===== src/rtl/recirc_mode_ctrl.sv =====
// recirc_mode_ctrl: gap-safe recirculation select for the four-lane demux, with timeout/force escape and beat counter.
module recirc_mode_ctrl #(
  parameter int GAP_CYCLES = 4,
  parameter int MAX_WAIT   = 255,
  parameter int CNT_W      = 16
) (
  input  logic             clk,
  input  logic             rst_n,
  input  logic             mode_req_i,
  input  logic             force_i,
  input  logic             clr_cnt_i,
  input  logic             valid0_i,
  input  logic             valid1_i,
  input  logic             valid2_i,
  input  logic             valid3_i,
  output logic             recirculacion_o,
  output logic             switch_pending_o,
  output logic             mode_ack_o,
  output logic             timeout_o,
  output logic [CNT_W-1:0] recirc_beats_o
);
  localparam logic [1:0] PROBE  = 2'b00;
  localparam logic [1:0] WAIT_R = 2'b01;
  localparam logic [1:0] RECIRC = 2'b10;
  localparam logic [1:0] WAIT_P = 2'b11;
  localparam int GW = $clog2(GAP_CYCLES + 1);
  localparam int WW = $clog2(MAX_WAIT + 1);
  localparam int SW = CNT_W + 1;

  logic [1:0]       state_q, state_d;
  logic [GW-1:0]    gap_q, gap_d, gap_nx;
  logic [WW-1:0]    wait_q, wait_d, wait_nx;
  logic             ack_q, tmo_q, tmo_d;
  logic [CNT_W-1:0] beats_q, beats_d;
  logic [2:0]       pop;
  logic [CNT_W:0]   sum;
  logic             sel, waiting, idle, withdraw, gap_done, expire, sw;

  always_comb begin
    sel      = (state_q == RECIRC) || (state_q == WAIT_P);
    waiting  = (state_q == WAIT_R) || (state_q == WAIT_P);
    idle     = ~(valid0_i | valid1_i | valid2_i | valid3_i);
    gap_nx   = idle ? gap_q + GW'(1) : '0;
    wait_nx  = wait_q + WW'(1);
    withdraw = mode_req_i == sel;
    gap_done = gap_nx == GW'(GAP_CYCLES);
    expire   = wait_nx == WW'(MAX_WAIT);
    // gap beats force beats expiry, so timeout only records a true MAX_WAIT escape
    sw       = waiting & ~withdraw & (gap_done | force_i | expire);
    state_d  = waiting ? (withdraw ? (sel ? RECIRC : PROBE) : sw ? (sel ? PROBE : RECIRC) : state_q)
                       : (withdraw ? state_q : (sel ? WAIT_P : WAIT_R));
    gap_d    = waiting ? gap_nx : '0;
    wait_d   = waiting ? wait_nx : '0;
    tmo_d    = clr_cnt_i ? 1'b0 : tmo_q | (sw & ~gap_done & ~force_i);
    pop      = 3'(valid0_i) + 3'(valid1_i) + 3'(valid2_i) + 3'(valid3_i);
    sum      = {1'b0, beats_q} + SW'(pop);
    beats_d  = clr_cnt_i ? '0 : !sel ? beats_q : sum[CNT_W] ? '1 : sum[CNT_W-1:0];
  end

  always_ff @(posedge clk or negedge rst_n) begin
    if (!rst_n) begin
      state_q <= PROBE;
      gap_q   <= '0;
      wait_q  <= '0;
      ack_q   <= 1'b0;
      tmo_q   <= 1'b0;
      beats_q <= '0;
    end else begin
      state_q <= state_d;
      gap_q   <= gap_d;
      wait_q  <= wait_d;
      ack_q   <= sw;
      tmo_q   <= tmo_d;
      beats_q <= beats_d;
    end
  end

  assign recirculacion_o  = sel;
  assign switch_pending_o = waiting;
  assign mode_ack_o       = ack_q;
  assign timeout_o        = tmo_q;
  assign recirc_beats_o   = beats_q;
endmodule

===== config.mk =====
export PLATFORM = sky130hd
export DESIGN_NAME = recirc_mode_ctrl
export DESIGN_NICKNAME = d
export VERILOG_FILES = /design/src/rtl/recirc_mode_ctrl.sv
export SDC_FILE = /design/constraint.sdc
export NUM_CORES = 1
export LEC_CHECK = 0
export CAP_MARGIN = 20
export CORE_ASPECT_RATIO = 1.1
export CORE_MARGIN = 2
export CORE_UTILIZATION = 57
export DETAILED_ROUTE_END_ITERATION = 10
export PLACE_DENSITY = 0.85
export SLEW_MARGIN = 25
export SYNTH_ARGS = -nofsm -noshare
export SYNTH_HDL_FRONTEND = slang
export SYNTH_SLANG_ARGS = --single-unit

===== constraint.sdc =====
create_clock -name clk -period 6.7 [get_ports clk]
set_clock_uncertainty 0.05 [all_clocks]
set_input_delay 1.675 -clock clk [delete_from_list [all_inputs] [get_ports clk]]
set_output_delay 1.675 -clock clk [all_outputs]
set_load 0.05 [all_outputs]

==> flow_summary.json <==
{
  "intPower_uw": 363,
  "core_um2": 2970,
  "slowest_delay_ns": 0.55,
  "cts_setup_buffers": 0,
  "synth.top_cell.area_share": 0.447,
  "p_leak_uw": 0.000924,
  "track_usage": 0.225,
  "nets": 226,
  "synth-compound-area-share": 0.169,
  "avgViaCountPerCell": 5.89,
  "chipWidth_um": 56.6,
  "synth_cell_types": 42,
  "synth_xor_area_frac": 0.0252,
  "path_common_cell": "fa_1",
  "synth_top_cell_by_area": "dfrtp_1",
  "cts-resized-gates": 0,
  "utilization": 0.713,
  "worstPathRequired_ns": 6.89,
  "worstPathArrival_ns": 4.54,
  "vdd_drop_max_mv": 0.212,
  "outcome": "finished clean",
  "worst_setup_path_start_kind": "input pin",
  "place_congestion": 0.980,
  "cp_cell_sequence": "clkdlybuf4s50_1, fa_1, inv_1, fa_1, inv_1, fa_1, and3_1, nand4_1, or2_1, and4b_1, nor3_1",
  "fin_hold_ws_ns": 0.411,
  "drc": 0,
  "ys_seq_elements": 31,
  "wire_per_inst_um": 14.9,
  "h-tree-depth": 2,
  "grt_max_degree": 32,
  "crit_path_end_kind": "register",
  "power.switching_uw": 212,
  "synth_nets": 199,
  "grt_overflow": 0,
  "slew_violations": 0,
  "start_util": 0.585,
  "numCtsBuffers": 5,
  "drv_cap": 0,
  "synthCells": 182,
  "yosysWarnings": 0,
  "synth_commonest_cells": "dfrtp_1 (31), nor2_1 (16), inv_1 (13)",
  "power_density_nw_per_um2": 272,
  "antenna_cells": 0,
  "synth_mux_area_frac": 0.0180,
  "synth_top_family_by_area": "simple AND/OR/NAND/NOR gates",
  "synth.avg_cell_area_um2": 9.54,
  "clk_pin_slew_ns": 0.09,
  "p_clk_frac": 0.264,
  "initialDrtViolationCount": 92,
  "cp_max_fo": 9,
  "first_global_vias": 1426,
  "setup_viol": 0,
  "max_freq_mhz": 230,
  "dr.pass1.iters": 4,
  "drtAntennaViolNets": 0,
  "crit_slowest_cell": "fa_1",
  "cts_tree": "done",
  "rsz0062_at_grt": "no",
  "ys.flop_type": "dfrtp_1",
  "synth_fa_ha_area_frac": 0.0706,
  "hpwl_um": 2680,
  "seqPwrFrac": 0.438,
  "combPwrFrac": 0.297,
  "hold_path_class": "register to register",
  "antenna_found_initial": 0,
  "portBuffers": 28,
  "wl_um": 3620,
  "max_slew_margin": 0.582,
  "yosysMostFrequentCell": "dfrtp_1",
  "clk_latency_ns": 0.33,
  "period_share": 0.649,
  "synth-edff-count": 0,
  "synthTopCellsByArea": "dfrtp_1 (45%), ha_1 (3.6%), fa_1 (3.5%)",
  "root_buffer": "clkbuf_4",
  "swShare": 0.368,
  "syn-cell-area_um2": 1740,
  "cts_hold_buf": 0,
  "die_h_um": 61.9,
  "num_rows": 21,
  "cts.sinks": 31,
  "dieArea_um2": 3500,
  "grt_pass1_wl_um": 6010,
  "ys_seq_area_frac": 0.447,
  "vias": 1438,
  "hold_depth": 1,
  "worst_pin_slew_ns": 0.627,
  "finalSetupTns_ns": 0,
  "hold_violations": 0,
  "synthSimpleGateAreaFrac": 0.222,
  "pin_count": 29,
  "synth-async-reset-ratio": 1.00,
  "drive_gt1_frac": 0.0619,
  "areaGrowthSynthToFinish_pct": 21.9,
  "cts_buffer_depth": 2,
  "path_class": "input pin to register",
  "period_needed_ns": 4.35,
  "r2r_cells": 9
}
## critical path, delay by kind of cell
family | cells | cell delay [ns]
adders and majority gates | 3 | 1.14
buffers and inverters | 3 | 0.58
and+or+nand+nor | 5 | 1.14
## kinds of logic (layout without fill, tap and decap cells)
group / count (synthesis) / after routing
XOR/XNOR: 5 / 5
AND/OR/NAND/NOR: 72 / 72
AO/OA/AOI/OAI: 41 / 41
buffers and inverters: 22 / 50
adder cells (fa/ha/maj): 8 / 8
multiplexers: 3 / 3
flip-flops: 31 / 31
## per-layer routing
| metal | up-vias | GRT usage | wire (µm) |
|---|---|---|---|
| li1 | 702 | - | - |
| met5 | - | 0 | 0 |
| met2 | 53 | 0.420 | 1930 |
| met4 | 0 | 0.139 | 58 |
| met1 | 677 | 0.234 | 1430 |
| met3 | 6 | 0.0538 | 200 |
## power groups by stage
| stage | sequential, µW | combinational (µW) | clock (µW) |
|---|---|---|---|
| after floorplan | 261 | 110 | 0 |
| after global placement | 252 | 168 | 0 |
| after detailed placement | 255 | 172 | 0 |
| after CTS | 252 | 173 | 156 |
| after global routing | 258 | 188 | 163 |
| final | 252 | 171 | 152 |
## placed cells by master, fill, tap and decap left out, types with 4 or more instances in the layout
| cell | Yosys | routed |
|---|---|---|
| a211oi_1 | 5 | 5 |
| a21oi_1 | 5 | 5 |
| and2_1 | 5 | 5 |
| and3_1 | 4 | 4 |
| clkbuf_4 | 0 | 5 |
| clkdlybuf4s50_1 | 0 | 28 |
| dfrtp_1 | 31 | 31 |
| ha_1 | 5 | 5 |
| inv_1 | 13 | 13 |
| nand2_1 | 11 | 11 |
| nand3_1 | 9 | 9 |
| nand4_1 | 5 | 5 |
| nor2_1 | 16 | 16 |
| nor2b_1 | 5 | 5 |
| nor3_1 | 5 | 5 |
| o21ai_0 | 11 | 11 |
## registers in the layout, summed over array words and instances, names as in the netlist, named ones only
register        flops
state_q             1
gap_q               3
wait_q              8
mode_ack_o          1
timeout_o           1
recirc_beats_o     16
## path summary, 6_finish.rpt
| kind | startpoint | end | slack, ns |
|---|---|---|---|
| worst max-delay path | valid0_i | recirc_beats_o[13]$_DFFE_PN0P_ | 2.35 |
| worst min-delay path | gap_q[0]$_DFF_PN0_ | gap_q[0]$_DFF_PN0_ | 0.41 |
| worst min register to register | gap_q[0]$_DFF_PN0_ | gap_q[0]$_DFF_PN0_ | 0.41 |
| min in group asynchronous | rst_n | recirc_beats_o[11]$_DFFE_PN0P_ | 1.68 |
| max in group asynchronous | rst_n | wait_q[6]$_DFF_PN0_ | 4.64 |
| worst max register to register | recirc_beats_o[0]$_DFFE_PN0P_ | recirc_beats_o[13]$_DFFE_PN0P_ | 4.26 |
## stage by stage
stage | cell area, µm² | std cells | total power [µW] | setup slack [ns]
floorplan | 1740 | 182 | 372 | 2.66
global placement | 2030 | 236 | 420 | 2.13
detailed placement | 2030 | 236 | 427 | 2.00
CTS | 2120 | 244 | 580 | 2.36
global route | 2120 | 244 | 609 | 2.11
finish | 2120 | 244 | 575 | 2.35
## area by class of cell
class | count | area [µm²]
tap | 34 | 42.5
timing repair buffer | 29 | 288
clock inverter | 2 | 35.0
inverter | 13 | 48.8
fill | 220 | 852
multi-input combinational | 129 | 876
clock buffer | 6 | 51.3
sequential | 31 | 776
Power figures use the tool's default switching activity.
